$ cat src/rtl/vme_rd_pkg.sv
// vme_rd_pkg: shared states, lane indices, defaults and fill value for the VME byte-read sequencer
package vme_rd_pkg;
  typedef enum logic [2:0] {IDLE, FETCH, SETTLE, ACK, ABORT, ERR} state_e;
  localparam logic [1:0] LANE_D0 = 2'd0;
  localparam logic [1:0] LANE_D1 = 2'd1;
  localparam logic [1:0] LANE_D2 = 2'd2;
  localparam logic [1:0] LANE_D3 = 2'd3;
  localparam int TIMEOUT_DEF = 15;
  localparam int DTACK_DLY_DEF = 1;
  localparam logic [7:0] FILL = 8'hFF;
  function automatic logic [7:0] lane_byte(input logic [31:0] w, input logic [1:0] l);
    return w[8*l +: 8];
  endfunction
endpackage

$ cat src/rtl/vme_rd_tmo.sv
// vme_rd_tmo: loadable down-counter; expired flags the last counted cycle while enabled
module vme_rd_tmo #(
  parameter int W = 8
) (
  input  logic         clk,
  input  logic         rst,
  input  logic         load,
  input  logic         en,
  input  logic [W-1:0] load_val,
  output logic         expired
);
  logic [W-1:0] cnt_q, cnt_d;
  always_comb cnt_d = load ? load_val : (en && cnt_q != '0) ? cnt_q - W'(1) : cnt_q;
  always_ff @(posedge clk) cnt_q <= rst ? '0 : cnt_d;
  assign expired = en && cnt_q == W'(1);
endmodule

$ cat src/rtl/vme_rd_byte_seq.sv
// vme_rd_byte_seq: D08 read sequencer with one-word cache, lane hold and DTACK/BERR handshake.
// Define VME_RD_BERR_EN to signal fetch timeouts with berr instead of an 8'hFF filled dtack.
module vme_rd_byte_seq
  import vme_rd_pkg::*;
#(
  parameter int AW        = 8,
  parameter int TIMEOUT   = TIMEOUT_DEF,
  parameter int DTACK_DLY = DTACK_DLY_DEF
) (
  input  logic          clk,
  input  logic          reset,
  input  logic          rd_req,
  input  logic [AW+1:0] rd_addr,
  input  logic          ds_active,
  input  logic          inval,
  output logic          reg_rd,
  output logic [AW-1:0] reg_addr,
  input  logic [31:0]   reg_data,
  input  logic          reg_ack,
  output logic [7:0]    byte_d0,
  output logic [7:0]    byte_d1,
  output logic [7:0]    byte_d2,
  output logic [7:0]    byte_d3,
  output logic [1:0]    sel,
  output logic          drv_en,
  output logic          dtack,
  output logic          berr
);
`ifdef VME_RD_BERR_EN
  localparam bit BERR_EN = 1'b1;
`else
  localparam bit BERR_EN = 1'b0;
`endif
  state_e state_q, state_d;
  logic [31:0] word_q, word_d;
  logic [AW-1:0] tag_q, tag_d, addr_q, addr_d;
  logic [1:0] sel_q, sel_d;
  logic valid_q, valid_d, inv_q, inv_d;
  logic reg_rd_q, reg_rd_d, drv_en_q, drv_en_d, dtack_q, dtack_d, berr_q, berr_d;
  logic tmo_load, tmo_exp, dly_load, dly_exp, hit;
  assign hit = valid_q && tag_q == rd_addr[AW+1:2] && !inval;
  vme_rd_tmo #(.W(8)) u_tmo (
    .clk(clk), .rst(reset), .load(tmo_load), .en(state_q == FETCH),
    .load_val(8'(TIMEOUT)), .expired(tmo_exp)
  );
  vme_rd_tmo #(.W(3)) u_dly (
    .clk(clk), .rst(reset), .load(dly_load), .en(state_q == SETTLE),
    .load_val(3'(DTACK_DLY)), .expired(dly_exp)
  );
  always_comb begin
    state_d = state_q;
    word_d = word_q;
    tag_d = tag_q;
    addr_d = addr_q;
    sel_d = sel_q;
    valid_d = valid_q && !inval;
    inv_d = inv_q || inval;
    tmo_load = 1'b0;
    dly_load = 1'b0;
    case (state_q)
      IDLE: if (rd_req) begin
        sel_d = rd_addr[1:0];
        state_d = hit ? SETTLE : FETCH;
        dly_load = hit;
        tmo_load = !hit;
        if (!hit) begin
          addr_d = rd_addr[AW+1:2];
          valid_d = 1'b0;
          inv_d = 1'b0;
        end
      end
      FETCH: if (reg_ack) begin
        // an invalidate seen at any point of the fetch keeps the fresh word uncached
        word_d = reg_data;
        tag_d = addr_q;
        valid_d = !(inval || inv_q);
        state_d = ds_active ? SETTLE : IDLE;
        dly_load = ds_active;
      end else if (tmo_exp) begin
        word_d = BERR_EN ? word_q : {4{FILL}};
        valid_d = 1'b0;
        state_d = ERR;
      end
      ERR: begin
        state_d = !ds_active ? IDLE : BERR_EN ? ERR : SETTLE;
        dly_load = !BERR_EN && ds_active;
      end
      SETTLE: state_d = !ds_active ? IDLE : dly_exp ? ACK : SETTLE;
      ACK: state_d = ds_active ? ACK : IDLE;
      default: state_d = IDLE;
    endcase
    reg_rd_d = state_d == FETCH;
    drv_en_d = state_d == SETTLE || state_d == ACK;
    dtack_d = state_d == ACK;
    berr_d = BERR_EN && state_d == ERR;
  end
  always_ff @(posedge clk) begin
    if (reset) begin
      state_q <= IDLE;
      word_q <= '0;
      tag_q <= '0;
      addr_q <= '0;
      sel_q <= '0;
      valid_q <= 1'b0;
      inv_q <= 1'b0;
      reg_rd_q <= 1'b0;
      drv_en_q <= 1'b0;
      dtack_q <= 1'b0;
      berr_q <= 1'b0;
    end else begin
      state_q <= state_d;
      word_q <= word_d;
      tag_q <= tag_d;
      addr_q <= addr_d;
      sel_q <= sel_d;
      valid_q <= valid_d;
      inv_q <= inv_d;
      reg_rd_q <= reg_rd_d;
      drv_en_q <= drv_en_d;
      dtack_q <= dtack_d;
      berr_q <= berr_d;
    end
  end
  assign reg_rd = reg_rd_q;
  assign reg_addr = addr_q;
  assign sel = sel_q;
  assign drv_en = drv_en_q;
  assign dtack = dtack_q;
  assign berr = berr_q;
  assign byte_d0 = lane_byte(word_q, LANE_D0);
  assign byte_d1 = lane_byte(word_q, LANE_D1);
  assign byte_d2 = lane_byte(word_q, LANE_D2);
  assign byte_d3 = lane_byte(word_q, LANE_D3);
endmodule

$ cat config.mk
export PLATFORM = sky130hd
export DESIGN_NAME = vme_rd_byte_seq
export DESIGN_NICKNAME = d
export VERILOG_FILES = /design/src/rtl/vme_rd_pkg.sv /design/src/rtl/vme_rd_tmo.sv /design/src/rtl/vme_rd_byte_seq.sv
export SDC_FILE = /design/constraint.sdc
export NUM_CORES = 1
export LEC_CHECK = 0
export BUFFER_PORTS_ARGS = -buffer_cell sky130_fd_sc_hd__buf_4
export CORE_UTILIZATION = 55
export CTS_CLUSTER_SIZE = 12
export DETAILED_ROUTE_END_ITERATION = 8
export HOLD_SLACK_MARGIN = 0.05
export PLACE_DENSITY_LB_ADDON = 0.08
export SYNTH_ARGS = -nofsm -noshare
export SYNTH_HDL_FRONTEND = slang
export SYNTH_SLANG_ARGS = --single-unit
$ cat constraint.sdc
create_clock -name clk -period 3.4 [get_ports clk]
set_input_delay 0 -clock clk [delete_from_list [all_inputs] [get_ports clk]]
set_output_delay 0 -clock clk [all_outputs]
set_load 0.02 [all_outputs]
# Word level (Yosys, flattened, before mapping)
# Cells that the tools add are included.
# Widths: inputs -> output; s select.
[classes]
add_sub_neg = 2
n_reduce_logical = 24
n_eq_ne = 10
bitwise_logic = 1
muxes = 28
[op_table]
columns = ["operator", "count"]
rows = [
  ["$mux 32", 2],
  ["$pmux 3 s5", 1],
  ["$mux 1", 14],
  ["$eq 3x2->1 const B", 4],
  ["$eq 3x1->1 const B", 3],
  ["$mux 3", 3],
  ["$eq 8x1->1 const B", 1],
  ["$eq 8x8->1", 1],
  ["$mux 2", 4],
  ["$mux 4", 2],
  ["$reduce_bool 8->1", 1],
  ["$sub 8x1->8 const B", 1],
  ["$logic_and 1x1->1", 7],
  ["$reduce_and 2->1", 3],
  ["$reduce_bool 2->1", 3],
  ["$reduce_or 2->1", 2],
  ["$eq 3x3->1 const B", 1],
  ["$logic_not 1->1", 3],
  ["$logic_not 3->1", 1],
  ["$pmux 1 s3", 1],
  ["$reduce_and 3->1", 1],
  ["$reduce_bool 3->1", 1],
  ["$sub 3x1->3 const B", 1],
  ["$logic_or 1x1->1", 2],
  ["other kinds (2)", 2],
]
[word_totals]
inputBits = 48
reg_bits = 69

# Logic depth before layout (Yosys ltp)
# Gate-level depths: netlist (run 1).
[depth]
word_depth = 8
depth_mapped = 7
ltp_nobuf = 7

# By module
# Synthesis (run 1) repeated with hierarchy kept, for this count alone.
[hier_totals]
hier_cells = 343
area_unflattened_um2 = 3083.0
[modules_own_cells]
columns = ["mod", "seq_area_each_um2", "area_per_inst_um2", "n_inst", "cells_per_inst"]
rows = [
  ["vme_rd_byte_seq", 1161.1, 2349.8, 1, 261],
  ["vme_rd_tmo at u_tmo", 160.2, 530.5, 1, 59],
  ["vme_rd_tmo at u_dly", 60.1, 202.7, 1, 23],
]

# Worst setup path before layout (run 1)
# Ideal clock, no wire load.
[synth_timing]
kind = "register to register"
from = "register u_tmo.cnt_q[4]"
to = "register u_tmo.cnt_q[1]"
setup_slack_ps = 1597
stages_incl_launch_ff = 5
t_arrival_ps = 1733
required_ps = 3330
period_less_slack_ps = 1803
path_cell_list = "dfxtp_1 > or4_4 > o31ai_1 > mux2_2 > a21oi_1"
[synth_between]
elab_chain_cells = 3
[synth_rtl]
columns = ["item", "line_no", "text"]
rows = [
  ["start: declaration", "vme_rd_tmo.sv:12", "logic [W-1:0] cnt_q, cnt_d;"],
  ["start signal: assignment", "vme_rd_tmo.sv:14", "always_ff @(posedge clk) cnt_q <= rst ? '0 : cnt_d;"],
  ["$reduce_bool 8->1", "vme_rd_tmo.sv:13", "always_comb cnt_d = load ? load_val : (en && cnt_q != '0) ? cnt_q - W'(1) : cnt_q;"],
  ["$logic_and 1x1->1", "vme_rd_tmo.sv:13", ""],
  ["$reduce_bool 2->1 (no source line)", "n/a", ""],
]
# No other way between the ends.
# A chain may end at the register's enable or synchronous reset.

# Worst setup path in the final report (run 1)
[layout_timing]
from = "register state_q[1]"
to = "register reg_rd_q, in the netlist reg_rd"
[layout_between]
elab_chain_cells = 6
[layout_rtl]
columns = ["item", "line_no", "text"]
rows = [
  ["start: declaration", "vme_rd_byte_seq.sv:34", "state_e state_q, state_d;"],
  ["start signal: assignment", "vme_rd_byte_seq.sv:111", "state_q <= state_d;"],
  ["$eq 3x2->1 / $eq 3x1->1 (equally long branches)", "vme_rd_byte_seq.sv:47, vme_rd_byte_seq.sv:60, vme_rd_byte_seq.sv:43", ""],
  ["$logic_and 1x1->1", "vme_rd_tmo.sv:15", "assign expired = en && cnt_q == W'(1);"],
  ["$mux 1 / $mux 3 (equally long branches)", "vme_rd_byte_seq.sv:88, vme_rd_byte_seq.sv:79", ""],
  ["$mux 2 / $mux 3 (equally long branches)", "vme_rd_byte_seq.sv:88, vme_rd_byte_seq.sv:72", ""],
  ["$pmux 3 s5 (*)", "vme_rd_byte_seq.sv:60", "case (state_q)"],
  ["$eq 3x1->1 (*)", "vme_rd_byte_seq.sv:92", "reg_rd_d = state_d == FETCH;"],
  ["end signal: assignment", "vme_rd_byte_seq.sv:118", "reg_rd_q <= reg_rd_d;"],
  ["end: declaration", "vme_rd_byte_seq.sv:39", "logic reg_rd_q, reg_rd_d, drv_en_q, drv_en_d, dtack_q, dtack_d, berr_q, berr_d;"],
]
# Mark *: on every way between the ends. The rest lies on a longest branch, timed or not.

==> results of run 1 <==
==> synthesized netlist by cell type, types with 2 or more instances <==
cell type and n:
or4_1 4, a22oi_1 8, nand2b_1 3, nor4b_1 2
nand4_1 10, nor3_1 4, nor2_1 37, nand3_1 9
o31ai_1 6, clkbuf_1 19, xnor2_1 11, dfxtp_1 69
buf_1 2, and3_1 2, a211oi_1 35, inv_1 39
a31oi_1 7, a21oi_1 15, and2_1 2, nand2_1 25
nor3b_1 9, nor4_1 2, or2_2 2, o21ai_0 11
nor2b_1 9, ha_1 6
==> registers in the layout, indices dropped and copies added (netlist names), 2 cells and up <==
signal       cells
sel              2
reg_addr         8
u_dly.cnt_q      3
tag_q            8
u_tmo.cnt_q      8
state_q          3
word_q          32
==> cells in the final DEF, fill, tap and decap left out, drive strengths merged, types with 2 or more instances in the layout <==
cell type / synthesis / routed
nor4: 2 / 2
dlygate4sd3: 0 / 37
nor3b: 10 / 10
and2: 2 / 2
or2: 2 / 2
ha: 6 / 6
xnor2: 11 / 11
nand4: 10 / 10
or4: 5 / 5
nor2: 37 / 37
a31oi: 7 / 7
nor4b: 2 / 2
nor3: 4 / 4
a21oi: 15 / 15
o21ai: 12 / 12
o31ai: 6 / 6
buf: 3 / 94
nand2: 25 / 25
inv: 39 / 39
clkbuf: 19 / 14
a211oi: 36 / 36
nor2b: 9 / 9
or3: 2 / 2
nand2b: 3 / 3
dfxtp: 69 / 69
nand3: 9 / 9
and3: 2 / 2
or4b: 2 / 2
a22oi: 8 / 8
==> worst max path at each step <==
| stage | start | to | slack [ns] | cells after the start |
|---|---|---|---|---|
| 2_1_floorplan | u_tmo.cnt_q[4] | u_tmo.cnt_q[1] | 1.60 | 4 |
| 3_3_place_gp | state_q[1] | u_dly.cnt_q[1] | 1.38 | 3 |
| 3_5_place_dp | state_q[1] | reg_rd | 1.34 | 3 |
| 4_1_cts | state_q[1] | reg_rd | 1.33 | 3 |
| 5_1_grt | state_q[1] | u_dly.cnt_q[2] | 1.07 | 3 |
| 6_report | state_q[1] | reg_rd | 1.33 | 3 |
==> cell type report <==
class / count / area (um2)
multi-input combinational: 236 / 1500
sequential: 69 / 1380
timing repair buffer: 131 / 1080
fill: 306 / 862
clock buffer: 14 / 183
inverter: 39 / 146
tap: 70 / 87.6
clock inverter: 2 / 38.8
==> metrics by stage <==
stage          power [uW]  instances
3_5_place_dp         1290        508
3_3_place_gp         1280        508
4_1_cts              2040        561
2_1_floorplan        1140        366
5_1_grt              2130        561
6_report             2050        561
==> worst register-to-register path: stages (launching register included) <==
cell and delay (ns):
dfxtp_1 0.39, or4b_1 0.88, nor4_1 0.56, nor3_1 0.11
==> repair_timing <==
| action | CTS | global route |
|---|---|---|
| hold endpoints to repair | 39 | 0 |
| hold buffers | 37 | 0 |
| gates resized for setup | 0 | 0 |
| endpoints found under the setup margin | 0 | 0 |
==> routing by layer <==
metal	track usage (%)	vias to the layer above	share of wire, %
met5	0	-	0
met4	13.6	0	1.6
met3	5.60	12	6.1
met2	52.9	123	48
met1	39.6	1466	44
li1	-	1525	-
==> kinds of logic after synthesis <==
kind of cell | share of synthesized area, %
muxes | 0.363
other | 0.121
xor gates and xnor gates | 3.10
and+or+nand+nor | 21.9
DFF | 44.5
AOI/OAI and AO/OA | 20.1
buffers and inverters | 7.49
adders and majority gates | 2.42
==> power breakdown <==
part | total [uW] | leakage [uW] | internal [uW] | switching [uW]
Clock | 722 | 0.000113 | 421 | 301
Combinational | 417 | 0.00109 | 192 | 225
Sequential | 907 | 0.000565 | 865 | 42.0
==> impl_metrics.toml, run 1 <==
[status]
status = "finished clean"

[clock_tree]
clk_latency_ns = 0.34
clkTransAtPathRegs_ns = 0.07
cts_inserted_buffers = 9
cts-root-buf = "clkbuf_8"
cts_tree = "built"
htreeDepth = 3
cts_setup_buffers = 0
clock_sinks = 69
clock_path_buffers = 2

[hold_path]
hp-class = "input pin to flip-flop"
holdCritStartpoint = "rd_addr[8]"
hold_path_depth = 4
min_to = "reg_addr[6]"

[placement]
dp_hpwl_um = 4980
io_buffers = 92
dpl_worst_slack_ns = 1.34
gp_congestion = 0.781
place_area_um2 = 3820

[worst_setup_path]
rr_worst_depth = 3
crit_path_cell_trace = "or4b_1 -> nor4_1 -> nor3_1"
cp_data_required_time_ns = 3.60
worstSetupPathType = "flip-flop to flip-flop"
r2r_slack_ns = 1.33
path_buf_inv = 0
cpPeakStageDelay_ns = 0.88
regToRegStartpoint = "state_q[1]"
timing.rr.end = "reg_rd"
slowest_stage = "or4b_1"
critPathArrivalTime_ns = 2.27
end_kind = "flip-flop"
path_max_fanout = 20
critPathTopFamily = "simple AND/OR/NAND/NOR gates"
worstSetupStartpointType = "flip-flop"

[final_layout]
final_core_util_pct = 83.6
final_layout_size_suffix_gt1_share_pct = 24.4
diodes = 0
final_area_um2 = 4410
area_growth_syn_to_layout_pct = 41.9
nets = 540

[detailed_routing]
drt_first_pass_iters = 4
drc = 0
wl_per_cell_um = 16.3
wirelength_um = 9160
vias_per_cell = 5.57
first_iter_violations = 187
ant_nets = 0
num_vias = 3126

[floorplan]
start_util_pct = 58.9
die_width_um = 77.1
die_area_um2 = 5950
die_height_um = 77.1
coreArea_um2 = 5270
ios = 94
rows = 26

[sta]
tightestPinTransition_ns = 0.835
fmaxAchievable_ghz = 0.484
worst_slack_ns = 1.33
hold_violations = 0
tns_ns = 0
slew_violations = 0
holdWs_ns = 0.103
setup_viol = 0
finClkSkew_ns = 0.00915
min_period_over_period_pct = 60.8
max-slew-margin-rel_pct = 43.5
final.min_clock_period_ns = 2.07
rsz0062_at_grt = "no"

[logic_synthesis]
syn_inst = 366
synth_seq_cells = 69
ys_seq_area_share_pct = 44.5
synth_area_um2 = 3110
yosysWarningCount = 0
synthTopCellsByArea = "dfxtp_1 (44%), a211oi_1 (8.5%), inv_1 (4.7%)"
synthFlopType = "dfxtp_1"
synth_nets = 420
synth_top_cell_by_area = "dfxtp_1"
synth_top_cell_area_share_pct = 44.5
yosysUniqueCellTypes = 44
synth-edff-count = 0
synthArstFlopShare_pct = 0
avgSynthCellArea_um2 = 8.48

[pwr]
power_density_nw_per_um2 = 464
p_leak_uw = 0.00177
irDropWorstVdd_mv = 0.354

[grt]
groute.usage.overall_pct = 31.6
grt_pass1_wl_um = 14800
overflow = 0
grt_pass1_vias = 3015
antenna_found_initial = 0
grt_max_degree = 76

[flow_run]
drv_cap = 0
Power figures use the tool's default switching activity.
==> run 2: changes to the inputs <==
CORE_UTILIZATION = 51   (was 55)
clock period = 2.1 ns   (was 3.4 ns; I/O delays follow)
==> run 2 against run 1 <==
Sequential power is 61% higher. Largest power group unchanged. Final area increased by 1.8%. First-iteration DRC count fell by 19%. Clock skew is 0.0015 ns higher.
==> impl_metrics.toml, run 2 (synthesis results as in run 1) <==
[placement]
dpl_worst_slack_ns = 0.190
dp_hpwl_um = 5140
io_buffers = 92
place_area_um2 = 3930
gp_congestion = 0.812

[final_layout]
final_layout_size_suffix_gt1_share_pct = 26.2
diodes = 0
largest_register = "word_q"
layout_commonest_cell = "buf_4"
area_growth_syn_to_layout_pct = 44.5
nets = 552
final_cell_mix = "buf_4 (105), dfxtp_1 (69), inv_1 (39), nor2_1 (37), dlygate4sd3_1 (37)"
final_area_um2 = 4490
final_core_util_pct = 76.2
largest_reg_flops = 32

[sta]
tightestPinTransition_ns = 0.502
finClkSkew_ns = 0.0107
min_period_over_period_pct = 91.3
max-slew-margin-rel_pct = 66.6
final.min_clock_period_ns = 1.92
worst_slack_ns = 0.183
hold_violations = 0
setup_viol = 0
rsz0062_at_grt = "no"
fmaxAchievable_ghz = 0.522
slew_violations = 0
tns_ns = 0

[floorplan]
die_area_um2 = 6410
die_width_um = 80.0
start_util_pct = 52.8
coreArea_um2 = 5890
rows = 28
die_height_um = 80.0
ios = 94

[worst_setup_path]
cp_data_required_time_ns = 2.37
r2r_slack_ns = 0.18
startpoint = "state_q[0]"
regToRegStartpoint = "state_q[0]"
worstSetupPathType = "flip-flop to flip-flop"
critPathArrivalTime_ns = 2.19
worstSetupStartpointType = "flip-flop"
timing.rr.end = "reg_addr[4]"
path_max_fanout = 13
end_kind = "flip-flop"
rr_worst_depth = 5
critPathCapture = "reg_addr[4]"

[detailed_routing]
first_iter_violations = 152
vias_per_cell = 5.37
num_vias = 3104
wl_per_cell_um = 14.6
ant_nets = 0
drt_first_pass_iters = 4
wirelength_um = 8430
drc = 0

[pwr]
clock_power_share_pct = 32.7
irDropWorstVdd_mv = 0.455
p_seq_share_pct = 45.8
p_leak_uw = 0.00182
cellInternalPower_uw = 2270
p_switching_uw = 921
sw_frac_of_total_pct = 28.8
power_density_nw_per_um2 = 712
finalPower_uw = 3190
combPwrFrac_pct = 21.5

[hold_path]
hp-class = "input pin to flip-flop"
hold_path_depth = 4

[clock_tree]
clock_path_buffers = 2
clkTransAtPathRegs_ns = 0.08
cts_setup_buffers = 0
cts-root-buf = "clkbuf_8"
clock_sinks = 69
cts_tree = "built"
cts_inserted_buffers = 9
htreeDepth = 3
clk_latency_ns = 0.33

[grt]
overflow = 0
grt-busiest-layer = "met2"
grt_pass1_wl_um = 13100
grtUsageMet2_pct = 43.2
grt_pass1_vias = 2799
grt_max_degree = 49
grtUsageMet3_pct = 4.69
groute.usage.overall_pct = 26.4
met1_usage_pct = 34.6
antenna_found_initial = 0

[status]
status = "finished clean"

[flow_run]
drv_cap = 0
-- run 2: changes by cell type in the layout (fill, tap and decap cells not counted), sizes merged --
cell | before | now
clkinv | 1 | 3
clkinvlp | 0 | 2
clkbuf | 14 | 10
buf | 94 | 106
-- run 2: layout make-up --
type,instances,area (um2)
clock buffers,10,128
clock inverters,6,63.8
fillers,409,1400
inverters,39,146
multi-input cells,236,1500
flip-flops and latches,69,1380
well taps,75,93.8
repair buffers,143,1180
-- run 2: power by group through the flow --
stage	Clock (uW)	Combinational (uW)	Sequential (uW)
2_1_floorplan	0	277	1570
3_3_place_gp	0	612	1480
3_5_place_dp	0	619	1490
4_1_cts	1060	678	1460
5_1_grt	1130	741	1470
6_report	1050	686	1460
-- run 2: worst max-delay path, cell delays in order (launching register included) --
cell and delay, ns:
dfxtp_1 0.37, or4b_1 0.74, buf_4 0.26, nor3b_1 0.25, a22oi_1 0.14, nand3_1 0.09
-- run 2: metal layers --
metal	wire, um	up-vias
met1	3760	1422
met4	86	0
met5	0	-
met3	521	11
li1	-	1548
met2	4060	123
-- run 2: worst min path at each step --
| stage | from | to | slack [ns] |
|---|---|---|---|
| 6_report | rd_addr[8] | reg_addr[6] | 0.10 |
| 5_1_grt | rd_addr[6] | reg_addr[4] | 0.12 |
| 4_1_cts | rd_addr[8] | reg_addr[6] | 0.09 |
| 3_5_place_dp | rd_addr[0] | sel[0] | 0.26 |
| 3_3_place_gp | rd_addr[0] | sel[0] | 0.25 |
| 2_1_floorplan | rd_addr[0] | sel[0] | 0.14 |
-- run 2: repair_timing --
item                                    4_1_cts  5_1_grt
endpoints found under the setup margin        0        0
hold buffers                                 37        0
endpoints found under the hold margin        38        0
gates resized for setup                       0        0
-- run 2: through the flow --
stage	cells	hold slack, ns
after floorplan	366	0.136
after global placement	525	0.249
after detailed placement	525	0.261
after CTS	578	0.0908
after global routing	578	0.118
final	578	0.102
